===== src/rtl/exp3_fluxo_dados_pkg.sv =====
// Shared widths and ROM contents for the experiment-3 datapath.
// The bench keeps its own table of the expected ROM words.
package exp3_fluxo_dados_pkg;

    localparam int unsigned DATA_W = 4;
    localparam int unsigned ADDR_W = 4;
    localparam int unsigned DEPTH  = 16;

    // Address 0 sits in the least-significant nibble.
    localparam logic [DEPTH*DATA_W-1:0] ROM_INIT = {
        4'h4, 4'h1, 4'h8, 4'h8, 4'h4, 4'h4, 4'h2, 4'h2,
        4'h1, 4'h1, 4'h2, 4'h4, 4'h8, 4'h4, 4'h2, 4'h1
    };

    function automatic logic [DATA_W-1:0] rom_word(input logic [ADDR_W-1:0] addr);
        return ROM_INIT[addr*DATA_W +: DATA_W];
    endfunction

endpackage


===== src/rtl/exp3_fluxo_dados_rom.sv =====
// 16x4 asynchronous-read ROM.
// Contents come from the shared package.
module exp3_fluxo_dados_rom
    import exp3_fluxo_dados_pkg::*;
(
    input  logic [ADDR_W-1:0] i_addr,
    output logic [DATA_W-1:0] o_data
);

    always_comb begin
        o_data = rom_word(i_addr);
    end

endmodule


===== src/rtl/exp3_fluxo_dados.sv =====
// Datapath of the memory-sequence game: address counter, switch register,
// ROM and an equality comparator, with debug taps for the board displays.
module exp3_fluxo_dados
    import exp3_fluxo_dados_pkg::*;
(
    input  logic              clock,
    input  logic              reset_n,
    input  logic              zeraC,
    input  logic              contaC,
    input  logic              zeraR,
    input  logic              registraR,
    input  logic [DATA_W-1:0] chaves,
    output logic              chavesIgualMemoria,
    output logic              fimC,
    output logic [ADDR_W-1:0] db_contagem,
    output logic [DATA_W-1:0] db_chaves,
    output logic [DATA_W-1:0] db_memoria
);

    logic [ADDR_W-1:0] r_contagem;
    logic [DATA_W-1:0] r_chaves;
    logic [DATA_W-1:0] w_memoria;

    // Clear wins over count; the 4-bit add wraps 15 back to 0.
    always_ff @(posedge clock or negedge reset_n) begin
        if (!reset_n) begin
            r_contagem <= '0;
        end else if (zeraC) begin
            r_contagem <= '0;
        end else if (contaC) begin
            r_contagem <= r_contagem + 1'b1;
        end
    end

    always_ff @(posedge clock or negedge reset_n) begin
        if (!reset_n) begin
            r_chaves <= '0;
        end else if (zeraR) begin
            r_chaves <= '0;
        end else if (registraR) begin
            r_chaves <= chaves;
        end
    end

    exp3_fluxo_dados_rom u_rom (
        .i_addr (r_contagem),
        .o_data (w_memoria)
    );

    // Compares the captured switches, not the live ones.
    assign chavesIgualMemoria = (r_chaves == w_memoria);
    assign fimC               = (r_contagem == ADDR_W'(DEPTH - 1));
    assign db_contagem        = r_contagem;
    assign db_chaves          = r_chaves;
    assign db_memoria         = w_memoria;

endmodule


===== config.mk =====
export PLATFORM = sky130hd
export DESIGN_NAME = exp3_fluxo_dados
export DESIGN_NICKNAME = d
export VERILOG_FILES = /design/src/rtl/exp3_fluxo_dados_pkg.sv /design/src/rtl/exp3_fluxo_dados_rom.sv /design/src/rtl/exp3_fluxo_dados.sv
export SDC_FILE = /design/constraint.sdc
export NUM_CORES = 1
export LEC_CHECK = 0
export CAP_MARGIN = 0
export CORE_AREA = 5 5 42 44
export CTS_CLUSTER_SIZE = 20
export DETAILED_ROUTE_END_ITERATION = 7
export DIE_AREA = 0 0 47 49
export DONT_BUFFER_PORTS = 1
export GPL_ROUTABILITY_DRIVEN = 1
export GPL_TIMING_DRIVEN = 0
export SYNTH_ARGS = -nofsm -noshare
export SYNTH_HDL_FRONTEND = slang
export SYNTH_SLANG_ARGS = --single-unit

===== constraint.sdc =====
create_clock -name clock -period 3 [get_ports clock]
set_input_delay 0.3 -clock clock [delete_from_list [all_inputs] [get_ports clock]]
set_output_delay 0.3 -clock clock [all_outputs]
set_load 0.01 [all_outputs]

=== After elaboration in Yosys (flattened, before gate mapping) ===
Index checks and enable logic that the tools add are counted.

* Flip-flop bits (word level): 8
* Input bits: 10
* Output and inout bits: 14

* $add $sub $neg: 1
* Equal/unequal tests: 2
* Shift-type cells: 1
* Muxes and demuxes: 4
* Reductions and logical operators: 2

{| class="wikitable"
|+ Operators by type and width
! kind !! count
|-
| variable part select 64 x 7 -> 4 bit (first input constant) || 1
|-
| 2-to-1 mux 4 bit || 4
|-
| adder 4 x 1 -> 4 bit (second input constant) || 1
|-
| == test 4 bit || 1
|-
| == test 4 bit (second input constant) || 1
|-
| nonzero test 2 bit || 2
|}

=== Depth between registers and ports, before layout ===
* Word-level depth: 3
* Depth in mapped cells: 6
* Gate-level depth less buffers: 6

=== Cells and area by module ===
From an unflattened synthesis, not the netlist that was laid out.

* Cell total of the unflattened synthesis: 48
* Area total of the unflattened synthesis: 488.0 µm²

{| class="wikitable"
|+ By module, submodules not included
! module !! instances !! cells each !! area an instance (µm²) !! seq. area each (µm²)
|-
| exp3_fluxo_dados || 1 || 35 || 400.4 || 200.2
|-
| exp3_fluxo_dados_rom || 1 || 13 || 87.6 || 0.0
|}

=== Worst setup path before layout ===
Ideal clock, no wire load.

* Kind: register to output
* From: register r_contagem[1], in the netlist db_contagem[1]
* To: output port chavesIgualMemoria
* Arrival time: 1879 ps
* Data required time: 2700 ps
* Path slack: 821 ps
* Stages on the path, launching flop included: 7
* Buffers on the path: 0
* Cells stage by stage: dfrtp_1 inv_1 ha_1 or3b_2 o21ai_0 xor2_1 nor4_2

* Cells in the longest elaborated chain, start to end: 2

{| class="wikitable"
|+ Ends and longest elaborated chain
! element !! line !! RTL
|-
| start, declared || exp3_fluxo_dados.sv:20 || <nowiki>logic [ADDR_W-1:0] r_contagem;</nowiki>
|-
| start signal, assigned || exp3_fluxo_dados.sv:31 || <nowiki>r_contagem <= r_contagem + 1'b1;</nowiki>
|-
| variable part select 64 x 7 -> 4 bit || exp3_fluxo_dados_pkg.sv:16 || <nowiki>return ROM_INIT[addr*DATA_W +: DATA_W];</nowiki>
|-
| via db_memoria[0] || exp3_fluxo_dados.sv:17 || <nowiki>output logic [DATA_W-1:0] db_memoria</nowiki>
|-
| == test 4 bit || exp3_fluxo_dados.sv:51 || <nowiki>assign chavesIgualMemoria = (r_chaves == w_memoria);</nowiki>
|-
| end, declared || exp3_fluxo_dados.sv:13 || <nowiki>output logic chavesIgualMemoria,</nowiki>
|}

The timed path passes the listed nets, and every way through them passes these cells.

=== Worst setup path in the final report ===
Ends and elaborated chain as after synthesis.

==> run_results.csv <==
group,metric,value,unit
setup_path,crit_family,"simple AND/OR/NAND/NOR gates",
clock_network,cts_root_buffer,"clkbuf_4",
timing,worst_pin_slew,0.552,ns
clock_network,ctsHtreeMaxLevel,1,
clock_network,cts_sinks,8,
floorplan,die_width,47,um
synthesis,synth-seq-area-share,36.6,%
synthesis,synthXorXnorAreaFrac,9.61,%
timing,post-route-period-util,87.0,%
setup_path,cp_max_fo,10,
global_route,grt_antenna_before_repair,0,
detailed_routing,drtAntennaViolNets,0,
floorplan,num_io_pins,24,
synthesis,synth_top_area_share,36.6,%
synthesis,yosysTopAreaCell,"dfrtp_1",
setup_path,critPathBufInv,1,
place,dp.cells,66,
timing,clock_skew,0.000178,ns
clock_network,clkLatencyLatePin,0.25,ns
layout,fin_nets,72,
setup_path,slowest_delay,0.51,ns
detailed_routing,wire_per_inst,14.8,um
timing,max_freq,383,MHz
timing,fin_crit,2.61,ns
setup_path,cp.arrival,2.31,ns
detailed_routing,dr.pass1.iters,4,
layout,layout.cells.non_filler,70,
pwr,power_density,435,nW/um2
clock_network,postCtsSetupBuffers,0,
global_route,grt_max_degree,11,
floorplan,rows,14,
synthesis,yosys-top-cells-area,"dfrtp_1 (37%), ha_1 (14%), mux2i_1 (11%)",
global_route,grt_pass1_wl,1670,um
synthesis,synth_warnings,0,
detailed_routing,vias,358,
timing,slew_viol_final,0,
min_path,hold_path.class,"in2reg",
clock_network,cts_made_buffers,3,
synthesis,yosys_register_bits,8,
timing,final-setup-viol-count,0,
layout,area_growth,9.61,%
setup_path,slowest_stage,"dfrtp_1",
synthesis,synth_adder_area_share,13.7,%
detailed_routing,vias_per_cell,5.11,
synthesis,synth_compound_area_share,3.89,%
detailed_routing,drtIter0Drc,11,
clock_network,cts_hold_buf,1,
floorplan,coreArea,1400,um2
setup_path,endpoint_kind,"output port",
layout,diodes,0,
floorplan,die_h,49,um
status,status,"finished clean",
clock_network,cts_tree,"done",
floorplan,dieArea,2300,um2
setup_path,crit_path_start_kind,"register",
clock_network,clk_pin_slew,0.05,ns
place,port_buffers,0,
synthesis,synth_top_family_by_area,"multiplexers",
synthesis,synthesis.nets,66,
timing,rsz0062_at_grt,"no",
clock_network,clock_path_buffers,2,
place,dpl.hpwl,858,um
global_route,grt_usage,9.73,%
global_route,grt_pass1_vias,361,
setup_path,crit_type,"reg2out",
detailed_routing,drc,0,
global_route,grt_overflow,0,
detailed_routing,wl,1040,um
timing,hold_viol_final,0,
pwr,p_leak,0.298,nW
place,gp_congestion,0.695,
setup_path,worstPathRequired,2.70,ns
floorplan,initial_core_util,39.0,%
synthesis,syn_area_per_cell,10.9,um2
synthesis,synth_area,547,um2
setup_path,crit_chain,"inv_1, ha_1, or3b_2, o21ai_0, xor2_1, nor4_2",
synthesis,synthCells,50,
timing,maxSlewHeadroom,62.8,%
timing,setup-tns-final,0,ns
pwr,peakVddDrop,0.000227,V
clock_network,cts_resized,0,
layout,finalInstanceArea,599,um2
synthesis,synth-simple-area-share,14.2,%
layout,fill_cells,144,
job,cap_viol_max_count,0,
synthesis,synth.distinct_cells,19,
place,place_area,567,um2
synthesis,muxShareOfSynthArea,17.2,%
layout,drive_gt1_share,20.4,%
-- final timing paths --
check	from	endpoint	slack [ns]	cells after the start
worst min-delay path	zeraC	db_contagem[0]$_DFFE_PN0P_	0.11	1
worst max-delay path	db_contagem[1]$_DFFE_PN0P_	chavesIgualMemoria	0.39	6
worst max register to register	db_contagem[1]$_DFFE_PN0P_	db_contagem[2]$_DFFE_PN0P_	1.60	3
worst min register to register	db_chaves[1]$_DFFE_PN0P_	db_chaves[1]$_DFFE_PN0P_	0.65	2
max in group asynchronous	reset_n	db_chaves[0]$_DFFE_PN0P_	2.33	1
min in group asynchronous	reset_n	db_contagem[3]$_DFFE_PN0P_	0.40	1
-- Yosys cell counts --
cell type	instances
or3b_2	1
mux4_2	1
mux2i_1	6
mux2_2	1
ha_1	6
nor4_2	1
clkbuf_1	1
dfrtp_1	8
nor2_1	9
buf_6	1
and3_2	1
xnor2_1	1
a31o_2	1
nand4_1	1
xor2_1	5
a211oi_1	1
inv_1	3
o21ai_0	1
and2b_2	1
-- metrics by stage --
step	total power, mW	hold slack [ns]	setup slack (ns)	utilization (%)
6_report	0.261	0.112	0.390	42.8
3_5_place_dp	0.184	0.00461	0.615	40.4
2_1_floorplan	0.173	0.00441	0.821	-
5_1_grt	0.281	0.0998	0.214	42.8
4_1_cts	0.266	0.105	0.344	42.8
3_3_place_gp	0.183	0.00459	0.618	40.4
-- state kept, by name (all words and copies together), names as in the netlist --
register     cells
db_contagem      4
db_chaves        4
-- metal layers --
layer	track usage [%]	routed length, um	vias up
met5	0	0	-
met4	4.15	0	0
met3	3.32	95	0
met2	12.9	516	14
met1	14.0	426	167
li1	-	-	177
-- power by group --
part	switching, mW	internal, mW	leakage (nW)
Combinational	0.0291	0.0248	0.177
Sequential	0.0154	0.115	0.107
Clock	0.0312	0.0454	0.0138
-- kinds of logic after synthesis --
family	Yosys count
flops	8
fa+ha+maj	6
buf+inv	5
xor+xnor	6
mux	8
compound gates	3
simple gates	14
-- placed cells by master, fill, tap and decap left out, types with 3 or more instances in the layout --
cell type  Yosys  final
clkbuf_4       0      3
dfrtp_1        8      8
ha_1           6      6
inv_1          3      3
mux2i_1        6      6
nor2_1         9      9
xor2_1         5      5
-- worst register-to-register path: cells and delay by family, from the launching register on --
family	cells	cell delay, ns
flops	1	0.51
compound gates	1	0.22
fa+ha+maj	2	0.57
-- final cells by class --
type	instances	area (um2)	share of cell area (%)
multi-input cells	37	320	53.4
flip-flops and latches	8	200	33.4
well taps	16	20.0	3.34
repair buffers	1	10.0	1.67
inverters	3	11.3	1.88
plain buffers	2	15.0	2.51
clock buffers	3	22.5	3.76
Note: power is estimated with default switching activity, not from simulation.
